[config.mk]
export PLATFORM = sky130hd
export DESIGN_NAME = scan_sel_sequencer
export DESIGN_NICKNAME = d
export VERILOG_FILES = /design/src/rtl/scan_sel_sequencer_pkg.sv /design/src/rtl/scan_sel_sequencer_next_chan.sv /design/src/rtl/scan_sel_sequencer.sv
export SDC_FILE = /design/constraint.sdc
export NUM_CORES = 1
export LEC_CHECK = 0
export ABC_AREA = 1
export BUFFER_PORTS_ARGS = -buffer_cell sky130_fd_sc_hd__buf_4
export CAP_MARGIN = 25
export CORE_MARGIN = 10
export CORE_UTILIZATION = 60
export DETAILED_ROUTE_END_ITERATION = 16
export GPL_ROUTABILITY_DRIVEN = 0
export GPL_TIMING_DRIVEN = 0
export PLACE_DENSITY = 0.94
export SLEW_MARGIN = 20
export SYNTH_ARGS = -nofsm -noshare
export SYNTH_HDL_FRONTEND = slang
export SYNTH_SLANG_ARGS = --single-unit
export TNS_END_PERCENT = 20
[constraint.sdc]
create_clock -name clk -period 4.8 [get_ports clk]
set_clock_uncertainty 0.2 [all_clocks]
set_input_delay 0.72 -clock clk [delete_from_list [all_inputs] [get_ports clk]]
set_output_delay 0.72 -clock clk [all_outputs]
set_load 0.05 [all_outputs]
[src/rtl/scan_sel_sequencer_pkg.sv]
// Shared types and constants for the scan select sequencer and its
// next-channel finder.
package scan_seq_pkg;

   localparam int NUM_CH = 8;
   localparam int SEL_W  = 3;

   typedef enum logic [1:0] {
      IDLE  = 2'd0,
      DWELL = 2'd1,
      BLANK = 2'd2
   } state_t;

endpackage

[src/rtl/scan_sel_sequencer_next_chan.sv]
// Combinational finder: lowest enabled channel strictly above cur, else the
// lowest enabled channel overall (flagged as a wrap). cur=7 yields the lowest bit.
module scan_next_chan
   import scan_seq_pkg::*;
(
   input  logic [NUM_CH-1:0] mask,
   input  logic [SEL_W-1:0]  cur,
   output logic [SEL_W-1:0]  nxt,
   output logic              wrapped,
   output logic              none
);

   logic [SEL_W-1:0] above;
   logic [SEL_W-1:0] lowest;
   logic             have_above;

   // NOTE: every variable is given a default before the loop so no path
   // leaves it unassigned; otherwise synthesis would infer a latch.
   always_comb begin
      above      = '0;
      lowest     = '0;
      have_above = 1'b0;
      // Descending scan so the last hit is the lowest matching index.
      for (int i = NUM_CH - 1; i >= 0; i--) begin
         if (mask[i]) begin
            lowest = SEL_W'(i);
            if (SEL_W'(i) > cur) begin
               above      = SEL_W'(i);
               have_above = 1'b1;
            end
         end
      end
   end

   assign none    = (mask == '0);
   assign nxt     = have_above ? above : lowest;
   assign wrapped = !have_above && !none;

endmodule

[src/rtl/scan_sel_sequencer.sv]
// Time-multiplexed select generator for a 3-to-8 decoder with registered
// sel/en outputs. Define SCAN_SEL_SEQUENCER_BLANK_EN for a one-cycle blank between channels.
module scan_sel_sequencer
   import scan_seq_pkg::*;
#(
   parameter int DWELL_W = 16
) (
   input  logic               clk,
   input  logic               rst,
   input  logic               start,
   input  logic               stop,
   input  logic [NUM_CH-1:0]  chan_mask,
   input  logic [DWELL_W-1:0] dwell,
   output logic [SEL_W-1:0]   sel,
   output logic               en,
   output logic               busy,
   output logic               wrap
);

   state_t             state, state_nx;
   logic [SEL_W-1:0]   sel_nx;
   logic               en_nx, busy_nx, wrap_nx;
   logic [DWELL_W-1:0] cnt, cnt_nx;
   logic [DWELL_W-1:0] dwell_q, dwell_q_nx;

   logic [SEL_W-1:0]   search_cur;
   logic [SEL_W-1:0]   nxt;
   logic               wrapped, none;

   // From IDLE the search starts past the top so it returns the lowest set bit.
   assign search_cur = (state == IDLE) ? SEL_W'(NUM_CH - 1) : sel;

   scan_next_chan u_next_chan (
      .mask    (chan_mask),
      .cur     (search_cur),
      .nxt     (nxt),
      .wrapped (wrapped),
      .none    (none)
   );

   always_comb begin
      state_nx   = state;
      sel_nx     = sel;
      en_nx      = en;
      busy_nx    = busy;
      wrap_nx    = 1'b0;
      cnt_nx     = cnt;
      dwell_q_nx = dwell_q;

      if (stop) begin
         state_nx = IDLE;
         en_nx    = 1'b0;
         busy_nx  = 1'b0;
      end else begin
         case (state)
            IDLE: begin
               en_nx   = 1'b0;
               busy_nx = 1'b0;
               if (start && !none) begin
                  state_nx   = DWELL;
                  sel_nx     = nxt;
                  dwell_q_nx = dwell;
                  cnt_nx     = '0;
                  en_nx      = 1'b1;
                  busy_nx    = 1'b1;
               end
            end
            DWELL: begin
               if (cnt == dwell_q) begin
                  if (none) begin
                     state_nx = IDLE;
                     en_nx    = 1'b0;
                     busy_nx  = 1'b0;
                  end else begin
                     sel_nx  = nxt;
                     wrap_nx = wrapped;
`ifdef SCAN_SEL_SEQUENCER_BLANK_EN
                     state_nx = BLANK;
                     en_nx    = 1'b0;
`else
                     cnt_nx     = '0;
                     dwell_q_nx = dwell;
`endif
                  end
               end else begin
                  cnt_nx = cnt + DWELL_W'(1);
               end
            end
`ifdef SCAN_SEL_SEQUENCER_BLANK_EN
            BLANK: begin
               // Dead time is over; enter the already-selected channel.
               state_nx   = DWELL;
               en_nx      = 1'b1;
               cnt_nx     = '0;
               dwell_q_nx = dwell;
            end
`endif
            default: begin
               state_nx = IDLE;
               en_nx    = 1'b0;
               busy_nx  = 1'b0;
            end
         endcase
      end
   end

   // NOTE: state registers use non-blocking assignments so every flop
   // samples the pre-edge values regardless of statement order.
   always_ff @(posedge clk) begin
      if (rst) begin
         state   <= IDLE;
         sel     <= '0;
         en      <= 1'b0;
         busy    <= 1'b0;
         wrap    <= 1'b0;
         cnt     <= '0;
         dwell_q <= '0;
      end else begin
         state   <= state_nx;
         sel     <= sel_nx;
         en      <= en_nx;
         busy    <= busy_nx;
         wrap    <= wrap_nx;
         cnt     <= cnt_nx;
         dwell_q <= dwell_q_nx;
      end
   end

endmodule

==> results summary <==
The tightest min-delay check is of the register to register type. Setup repair after global routing left no endpoint under its margin. The overflow left after global routing is 0. For the worst flop-to-flop path, the logic depth is 9.

After floorplanning, the core was divided into 23 placement rows. The slack of the critical path came out at 2650 ps. The worst-margin pin slew came out at 570 ps. The number of setup buffers added after CTS came out at 0. The final net count came out at 496. Sorting the synthesized cells by area gives the leading types as dfxtp_1 (31%), nand2_1 (23%), nor2_1 (13%).

In this run the most critical hold path is launched from busy$_SDFFE_PP0P_. The portion of the clock cycle consumed by the worst path in the final layout is 0.449. The number of placed instances, taps included, is 510. Of the synthesized area, sequential elements account for 0.315.

Excluding fillers, the count of instances in the completed layout stands at 517. The adder-cell area share of the yosys netlist came out at 0.00517. Dividing the synthesized area by the synthesized cell count gives 5.65 sq um. The startpoint of the worst-slack reg-to-reg timing path is cnt[0]$_SDFFE_PP0P_. Data arrives at the worst endpoint at 2190 ps. The final max-slew violation count came out at 0.

The final routed wire length divided by cell count is 11.2 um. The top cell types in the final layout, fill and taps aside, are nand2_1 (148), nor2_1 (86), inv_1 (51), dfxtp_1 (38), buf_4 (34). After technology mapping, the gate count stands at 428. The number of gates given a new drive strength after cts came out at 0.

The number of remaining DRC errors came out at 0. After clock tree synthesis, the clock-pin slew on the worst setup and hold paths is 70 ps. The final setup violation count is 0.

The worst setup path is captured at a register. The initial antenna violation count was 0. The overall die width came out at 83.5 um. Wires add up to 5780 um. The remaining antenna violation count after routing came out at 0.

The leading cell type in the layout, fill and taps excluded is nand2_1. The number of warnings issued by yosys came out at 0. The distinct cell type count after synthesis came out at 27. The fraction of final layout cells sized beyond drive strength 1 came out at 0.143.

The HPWL after detailed placement is 4490 um. The maximum net fanout on the critical path came out at 8. The H-tree generated during clock tree synthesis spans 2 levels. The routed layout has 2,651 vias. The post-synthesis share of cell area spent on xor and xnor gates is 0.00362. Tracing the worst setup path back leads to its startpoint at chan_mask[1].

In this run the cell area of the synthesized design comes to 2420 sq um. The largest net degree at the start of global routing is 12. The total I/O pin count is 34.

The total CTS buffers is 5. The net count after synthesis is 457. The initial cell density of the core came out at 0.613.

CTS saw 38 sinks. The area growth from synthesis to layout is 17.2%. The slowest stage of the critical path is the a21oi_2 cell.

TritonCTS built the clock tree. The path with the worst hold slack has its endpoint at busy$_SDFFE_PP0P_. The simple-gate area share of the yosys netlist is 0.491. The floorplan step defined a die boundary enclosing 6970 sq um. The number of cells on the worst hold path came out at 2. Once placement finished, the instance area stood at 2720 sq um. The flow ran to the end, and the final reports show no timing, DRC or antenna violations. The total stage count of the critical path came out at 10. In this run the critical register-to-register path is captured at cnt[14]$_SDFFE_PP0P_. The peak per-stage delay on the critical path is 440 ps. The synthesized design contains 38 register bits. The post-synthesis compound-gate area fraction came out at 0.0605. Of all cell types, the one taking the most synthesized area is dfxtp_1. The setup path with the least slack is of type primary input to register. The detailed-routing iteration count for the pre-antenna-repair pass is 5.

The buffers plus inverters on the worst setup path is 3. The headroom to the max-slew limit came out at 0.617. The number of antenna diodes in the final layout is 0. The chip height came out at 83.5 um. For the worst-skew pair, the clock arrives at the later sink with an insertion delay of 290 ps. For this run, the total global-route usage over all layers was measured as 0.167. The maximum count of clock buffers along a single path came out at 2.

The final non-filler cell area is 2830 sq um. The category of cells accounting for the largest share of critical-path delay is simple AND/OR/NAND/NOR gates. The library cell appearing most often on the critical path is nor2_1. VDD sags by at most 0.157 mV. The fraction of synthesized cell area taken by the top area cell type came out at 0.315.

The root buffer selected by CTS is clkbuf_8. The setup slack after placement came out at 2380 ps. The flop-to-flop setup slack is 2670 ps. The number of buffers inserted by hold repair at cts came out at 0. The maximum frequency from static timing analysis came out at 464 MHz. The area of the core is 3940 sq um. The number of hold violations in the final report is 0. The kind of start point of the critical path is a primary input. The standby leakage power came out at 1.41 nW.

The power per standard cell area is 269 nW/um^2. The global-route wire length before repair came out at 10,200 um. After synthesis, the largest family of logic cells by area is simple AND/OR/NAND/NOR gates. The post-route setup TNS is 0 ps.

The via count of the first global-routing pass came out at 2,464. At the worst endpoint, the required time is 4830 ps. The portion of synthesized area spent on multiplexers is 0. Dividing the detail-routed via count by the number of cells gives 5.13. The smallest clock period supported by the final layout is computed as 2150 ps. The count of maximum capacitance violations is 0.

The port buffer count is 32. The number of design-rule violations left by the first detailed-router iteration came out at 185. The signal on the critical path passes through buf_4, nor2_1, nand3_1, nor2_1, inv_2, o211ai_1, inv_1, a21oi_2, nand2_1, nor2_1.
## cell type report
cell class	count	area, sq um
inverters	63	239
repair buffers	32	240
clock inverters	1	30.0
multi-input cells	317	1360
clock buffers	6	82.6
flip-flops and latches	38	761
fillers	329	1110
well taps	50	62.6
plain buffers	10	63.8
## flip-flops by register name, indices dropped and copies added (netlist names)
register	count
busy	1
cnt	16
dwell_q	16
sel	3
state	1
wrap	1
## cell families after synthesis
kind of cell,count (synthesis)
simple gates,287
buf+inv,73
flops,38
compound gates,28
xor+xnor,1
fa+ha+maj,1
## per-layer routing
layer | up-vias | GRT usage | routed length [um]
met5 | - | 0 | 0
met4 | 0 | 0.0533 | 71
met3 | 10 | 0.0332 | 297
met2 | 89 | 0.285 | 2810
met1 | 1166 | 0.203 | 2600
li1 | 1386 | - | -
## worst min-delay path, cell delays in order (launching register included)
cell     delay (ps)
dfxtp_1         330
nand2_1          60
a21oi_1          50
## power breakdown
part	switching [mW]	internal [mW]	total, mW
sequential	0.0102	0.329	0.340
combinational	0.0892	0.0562	0.145
clock	0.110	0.166	0.276
total	0.210	0.552	0.761
## Yosys cell counts (all sizes together)
cell / number
nor3: 9
and3: 1
ha: 1
o21ai: 17
o211ai: 1
clkbuf: 3
nor2: 89
nand2: 152
and2: 2
inv: 63
buf: 7
nand4: 5
xor2: 1
a21oi: 10
nand3: 29
dfxtp: 38
## worst max path at each step
stage                           end
5_1_grt         cnt[5]$_SDFFE_PP0P_
4_1_cts         cnt[7]$_SDFFE_PP0P_
6_report        cnt[2]$_SDFFE_PP0P_
3_3_place_gp    cnt[6]$_SDFFE_PP0P_
3_5_place_dp   cnt[12]$_SDFFE_PP0P_
2_1_floorplan   cnt[2]$_SDFFE_PP0P_
## metrics by stage
step / util / total power, mW / hold WS (ps)
2_1_floorplan: - / 0.447 / 272
3_3_place_gp: 0.690 / 0.488 / 262
3_5_place_dp: 0.690 / 0.492 / 269
4_1_cts: 0.719 / 0.766 / 282
5_1_grt: 0.719 / 0.802 / 327
6_report: 0.719 / 0.761 / 281
No activity file was read; power rests on OpenSTA's default activity.
